===== config.mk =====
export PLATFORM = sky130hd
export DESIGN_NAME = cpu_fifo_io
export DESIGN_NICKNAME = d
export VERILOG_FILES = /design/src/rtl/cpu_fifo_io.sv
export SDC_FILE = /design/constraint.sdc
export NUM_CORES = 1
export LEC_CHECK = 0
export BUFFER_PORTS_ARGS = -buffer_cell sky130_fd_sc_hd__buf_2
export CAP_MARGIN = 20
export CORE_MARGIN = 4
export CORE_UTILIZATION = 40
export DETAILED_ROUTE_END_ITERATION = 16
export HOLD_SLACK_MARGIN = 0.02
export PLACE_DENSITY = 0.79
export SLEW_MARGIN = 15
export SYNTH_ARGS = -nofsm -noshare
export SYNTH_HDL_FRONTEND = slang
export SYNTH_SLANG_ARGS = --single-unit
export TNS_END_PERCENT = 20

===== constraint.sdc =====
create_clock -name clk -period 1.9 [get_ports clk]
set_input_delay 0.38 -clock clk [delete_from_list [all_inputs] [get_ports clk]]
set_output_delay 0.38 -clock clk [all_outputs]
set_load 0.02 [all_outputs]

===== src/rtl/cpu_fifo_io.sv =====
// Multi-channel FIFO I/O unit for the CPU core: one IN (dequeue) or OUT (enqueue)
// operation in flight, with stall, non-blocking mode, timeout and completion status.
module cpu_fifo_io #(
  parameter int DATA_W    = 32,
  parameter int NUM_CH    = 4,
  parameter int TIMEOUT_W = 8,
  localparam int CH_W     = (NUM_CH > 1) ? $clog2(NUM_CH) : 1
) (
  input  logic                     clk,
  input  logic                     rstn,
  input  logic                     op_valid,
  input  logic                     op_write,
  input  logic [CH_W-1:0]          op_ch,
  input  logic [DATA_W-1:0]        op_data,
  input  logic                     op_nonblock,
  input  logic [TIMEOUT_W-1:0]     timeout_limit,
  output logic                     stall,
  output logic                     done,
  output logic [DATA_W-1:0]        rd_data,
  output logic [1:0]               status,
  input  logic [NUM_CH*DATA_W-1:0] req_fifo_data,
  input  logic [NUM_CH-1:0]        req_fifo_rdempty,
  output logic [NUM_CH-1:0]        req_fifo_deq,
  output logic [DATA_W-1:0]        read_fifo_data_in,
  input  logic [NUM_CH-1:0]        read_fifo_wrfull,
  output logic [NUM_CH-1:0]        read_fifo_enq
);
  localparam logic [1:0] S_IDLE = 2'd0;
  localparam logic [1:0] S_BUSY = 2'd1;
  localparam logic [1:0] S_DONE = 2'd2;

  localparam logic [1:0] ST_OK      = 2'b00;
  localparam logic [1:0] ST_MISS    = 2'b01;
  localparam logic [1:0] ST_TIMEOUT = 2'b10;
  localparam logic [1:0] ST_BADCH   = 2'b11;

  logic [1:0]           state_q, state_d;
  logic                 write_q, write_d;
  logic [CH_W-1:0]      ch_q, ch_d;
  logic [DATA_W-1:0]    data_q, data_d;
  logic                 nb_q, nb_d;
  logic [TIMEOUT_W-1:0] cnt_q, cnt_d;
  logic [DATA_W-1:0]    rd_data_q, rd_data_d;
  logic [1:0]           status_q, status_d;

  logic                 sel_empty, sel_full, ch_ok, ready, xfer;
  logic [DATA_W-1:0]    sel_data;
  logic [TIMEOUT_W:0]   cnt_inc;

  // Channel select by compare, so an out-of-range op_ch never indexes past the vectors.
  always_comb begin
    sel_empty = 1'b1;
    sel_full  = 1'b1;
    sel_data  = '0;
    for (int i = 0; i < NUM_CH; i++) begin
      if (ch_q == CH_W'(i)) begin
        sel_empty = req_fifo_rdempty[i];
        sel_full  = read_fifo_wrfull[i];
        sel_data  = req_fifo_data[i*DATA_W +: DATA_W];
      end
    end
    ch_ok   = ({1'b0, ch_q} < (CH_W+1)'(NUM_CH));
    ready   = write_q ? !sel_full : !sel_empty;
    xfer    = (state_q == S_BUSY) && ch_ok && ready;
    cnt_inc = {1'b0, cnt_q} + 1'b1;
  end

  always_comb begin
    state_d   = state_q;
    write_d   = write_q;
    ch_d      = ch_q;
    data_d    = data_q;
    nb_d      = nb_q;
    cnt_d     = cnt_q;
    rd_data_d = rd_data_q;
    status_d  = status_q;
    case (state_q)
      S_IDLE: if (op_valid) begin
        write_d = op_write;
        ch_d    = op_ch;
        data_d  = op_data;
        nb_d    = op_nonblock;
        cnt_d   = '0;
        state_d = S_BUSY;
      end
      S_BUSY: begin
        if (!ch_ok) begin
          status_d = ST_BADCH;
          state_d  = S_DONE;
        end else if (ready) begin
          if (!write_q) rd_data_d = sel_data;
          status_d = ST_OK;
          state_d  = S_DONE;
        end else if (nb_q) begin
          status_d = ST_MISS;
          state_d  = S_DONE;
        end else begin
          // Saturating wait counter; a saturated count can never match a nonzero limit.
          if (cnt_q != '1) cnt_d = cnt_inc[TIMEOUT_W-1:0];
          if (timeout_limit != '0 && cnt_inc == {1'b0, timeout_limit}) begin
            status_d = ST_TIMEOUT;
            state_d  = S_DONE;
          end
        end
      end
      S_DONE:  state_d = S_IDLE;
      default: state_d = S_IDLE;
    endcase
  end

  always_ff @(posedge clk or negedge rstn) begin
    if (!rstn) begin
      state_q   <= S_IDLE;
      write_q   <= 1'b0;
      ch_q      <= '0;
      data_q    <= '0;
      nb_q      <= 1'b0;
      cnt_q     <= '0;
      rd_data_q <= '0;
      status_q  <= ST_OK;
    end else begin
      state_q   <= state_d;
      write_q   <= write_d;
      ch_q      <= ch_d;
      data_q    <= data_d;
      nb_q      <= nb_d;
      cnt_q     <= cnt_d;
      rd_data_q <= rd_data_d;
      status_q  <= status_d;
    end
  end

  always_comb begin
    req_fifo_deq  = '0;
    read_fifo_enq = '0;
    for (int i = 0; i < NUM_CH; i++) begin
      req_fifo_deq[i]  = xfer && !write_q && (ch_q == CH_W'(i));
      read_fifo_enq[i] = xfer &&  write_q && (ch_q == CH_W'(i));
    end
  end

  // Stall is gated by rstn so it drops immediately while reset is held, even with op_valid high.
  assign stall             = rstn && (((state_q == S_IDLE) && op_valid) || (state_q == S_BUSY));
  assign done              = (state_q == S_DONE);
  assign rd_data           = rd_data_q;
  assign status            = status_q;
  assign read_fifo_data_in = data_q;
endmodule


==> qor.yml <==
outcome:
  status: "finished with violations"
  violations: "negative setup slack"
yosys:
  ys_ff_latch: 80
  yosys.area.top_type: "dfrtp_1"
  ys_async_sr_fraction_pct: 100
  ys_warn_count: 0
  synthTopCellsByCount: "dfrtp_1, mux2_2, mux4_2"
  synth_edf_count: 0
  syn_nets: 497
  ys_types: 48
  netlist_area_um2: 4480
  synth.most_common_cell: "dfrtp_1"
  yosysTopAreaCellShare_pct: 44.7
  syn_avg_cell_area_um2: 14.3
  synthTopCellsByArea: "dfrtp_1, mux4_2, mux2_4"
  synth_cells: 313
  yosysSeqAreaShare_pct: 44.7
  yosys_most_used_dff: "dfrtp_1"
grt:
  grt_util_met1_pct: 22.2
  grt.total_usage_pct: 19.8
  grt_max_degree: 81
  grt.met3_usage_pct: 4.51
  grt-busiest-layer: "met2"
  grt_overflow: 0
  antenna_found_initial: 0
  grt_pass1_wl_mm: 20.1
  grt_pass1_vias: 4112
  gr-usage-met2_pct: 36.0
timing:
  fin_skew_ps: 9.44
  setup_tns_ps: -19020
  timing.fmax_mhz: 396
  finalCritPeriodShare_pct: 133
  worstMarginPinSlew_ps: 589
  setup_violations: 49
  layout_setup_ws_ps: -623
  layout_min_cycle_time_ps: 2520
  hold_viol: 0
  rsz0062_at_grt: "true"
  max-slew-margin-rel_pct: 60.7
  timing.final.max_slew_violations: 0
  hold_ws_ps: 57.7
critical_path:
  slowest_stage: "mux4_2"
  arrival_ps: 2140
  worstPathCellList: "mux4_2 -> mux2i_4 -> nand2_4 -> nor4_4 -> buf_4"
  cpPeakStageDelay_ps: 560
  crit_type: "reg2out"
  path_max_fanout: 6
  r2r_slack_ps: -440
  crit_family: "multiplexers"
  path_buf_inv: 1
  cp.required_ps: 1520
  startpoint_type: "flip-flop"
  endpoint_kind: "output pin"
die:
  rows: 38
  start_util_pct: 41.2
  dieArea_um2: 13000
  die_w_um: 114
  fp.dieH_um: 114
  core_um2: 10900
  ios: 259
clock_tree:
  cts.sinks: 80
  worstSkewPairLatency_ps: 340
  htreeDepth: 3
  cts.path.max_buffers: 2
  cts_root_buf: "clkbuf_8"
  cts_buffers: 9
  cts_tree: "done"
  cts_hold_buf: 0
  clk_pin_slew_ps: 80
cells_and_area:
  multi_input_comb_area_um2: 2440
  drive_above_1_share_pct: 71.4
  layoutNonFillerInstCount: 731
  seqCellArea_um2: 2010
  area_growth_pct: 42.6
  nets: 771
  fin_util_pct: 58.7
  design_area_um2: 6390
  fillers: 920
  diodes: 0
detailed_routing:
  routed_wirelength_mm: 13.1
  first_pass_iters: 4
  drc: 0
  wire_per_inst_um: 17.9
  ant_nets: 0
  via_per_inst: 5.17
  vias: 3779
  drt_iter0_markers: 112
place:
  dpl.cell_count: 712
  dp_slack_ps: -466
  dpl_cell_area_um2: 6100
  dpl.hpwl_mm: 10.4
  gp_congestion: 0.820
  portBuffers: 258
flow_run:
  maxCapViolCount: 0
power:
  power_density_nw_per_um2: 1540
  finalPower_mw: 9.83
  vdd_drop_max_mv: 0.767
  p_leak_nw: 3.07
worst_hold_path:
  holdCritPathClass: "in2async"
-- repair_timing --
| item | in CTS | in global routing |
|---|---|---|
| cloned | 0 | 1 |
| resized for setup | 21 | 9 |
| hold endpoints to repair | 0 | 0 |
| buffers inserted | 2 | 1 |
| endpoints found under the setup margin | 52 | 52 |
| pin swaps | 1 | 5 |
-- layout make-up --
| type | instances | area share (%) |
|---|---|---|
| multi-input combinational | 204 | 38.2 |
| sequential | 80 | 31.4 |
| timing repair buffer | 283 | 24.6 |
| tap | 140 | 2.74 |
| clock buffer | 9 | 1.94 |
| clock inverter | 6 | 0.587 |
| inverter | 9 | 0.529 |
-- sequential cells by signal, summed over array words and instances (netlist names) --
signal,cells
rd_data,32
nb_q,1
cnt_q,8
state_q,2
write_q,1
status,2
read_fifo_data_in,32
ch_q,2
-- cell families after synthesis --
kind of cell / count (synthesis) / share of synthesized area [%]
adder cells (fa/ha/maj): 1 / 0.279
buffers and inverters: 29 / 3.77
multiplexers: 104 / 37.4
AND/OR/NAND/NOR: 60 / 8.04
flip-flops: 80 / 44.7
AO/OA/AOI/OAI: 32 / 4.47
XOR/XNOR: 7 / 1.37
-- final timing paths --
kind                                                   start                                 to  cells past startpoint
max                                      write_q$_DFFE_PN0P_                    req_fifo_deq[0]                      5
min                                                     rstn               cnt_q[6]$_DFFE_PN0P_                      2
max reg2reg                              write_q$_DFFE_PN0P_            rd_data[11]$_DFFE_PN0P_                      7
max in group asynchronous                               rstn                ch_q[1]$_DFFE_PN0P_                      2
min reg2reg                read_fifo_data_in[11]$_DFFE_PN0P_  read_fifo_data_in[11]$_DFFE_PN0P_                      1
min in group clk                                 op_data[17]  read_fifo_data_in[17]$_DFFE_PN0P_                      2
-- per-layer routing --
metal | share of wire [%] | vias to the layer above
met4 | 2.2 | 0
met5 | 0 | -
met2 | 54 | 190
met3 | 7.6 | 26
li1 | - | 1735
met1 | 37 | 1828
-- cells in the final DEF (no fill, tap or decap), types with 3 or more instances in the layout --
cell / synthesis / routed
o21ai_1: 0 / 8
buf_12: 3 / 3
nand2_1: 7 / 7
mux2_4: 30 / 30
nor2_1: 13 / 12
and2_1: 3 / 3
buf_2: 0 / 249
mux2_2: 38 / 38
nand3_1: 5 / 4
nor2b_1: 3 / 3
buf_6: 1 / 5
clkinv_2: 0 / 4
dfrtp_1: 80 / 77
xnor2_1: 5 / 5
clkbuf_8: 0 / 9
inv_1: 9 / 9
dfrtp_2: 0 / 3
a21oi_1: 3 / 3
buf_4: 1 / 25
o21ai_0: 17 / 9
mux4_2: 34 / 34
-- worst register-to-register path, cell delays in order, from the launching register on --
cell,delay (ps)
dfrtp_2,410
mux4_2,560
mux2i_4,270
nand2_4,150
buf_4,190
nor2_8,150
clkbuf_16,210
mux2_4,300
-- report_power, final --
group	internal (mW)	switching (mW)	leakage, nW
sequential	2.51	0.488	0.964
combinational	2.88	2.88	2.02
clock	0.462	0.609	0.0886
No activity file was read; power rests on OpenSTA's default activity.
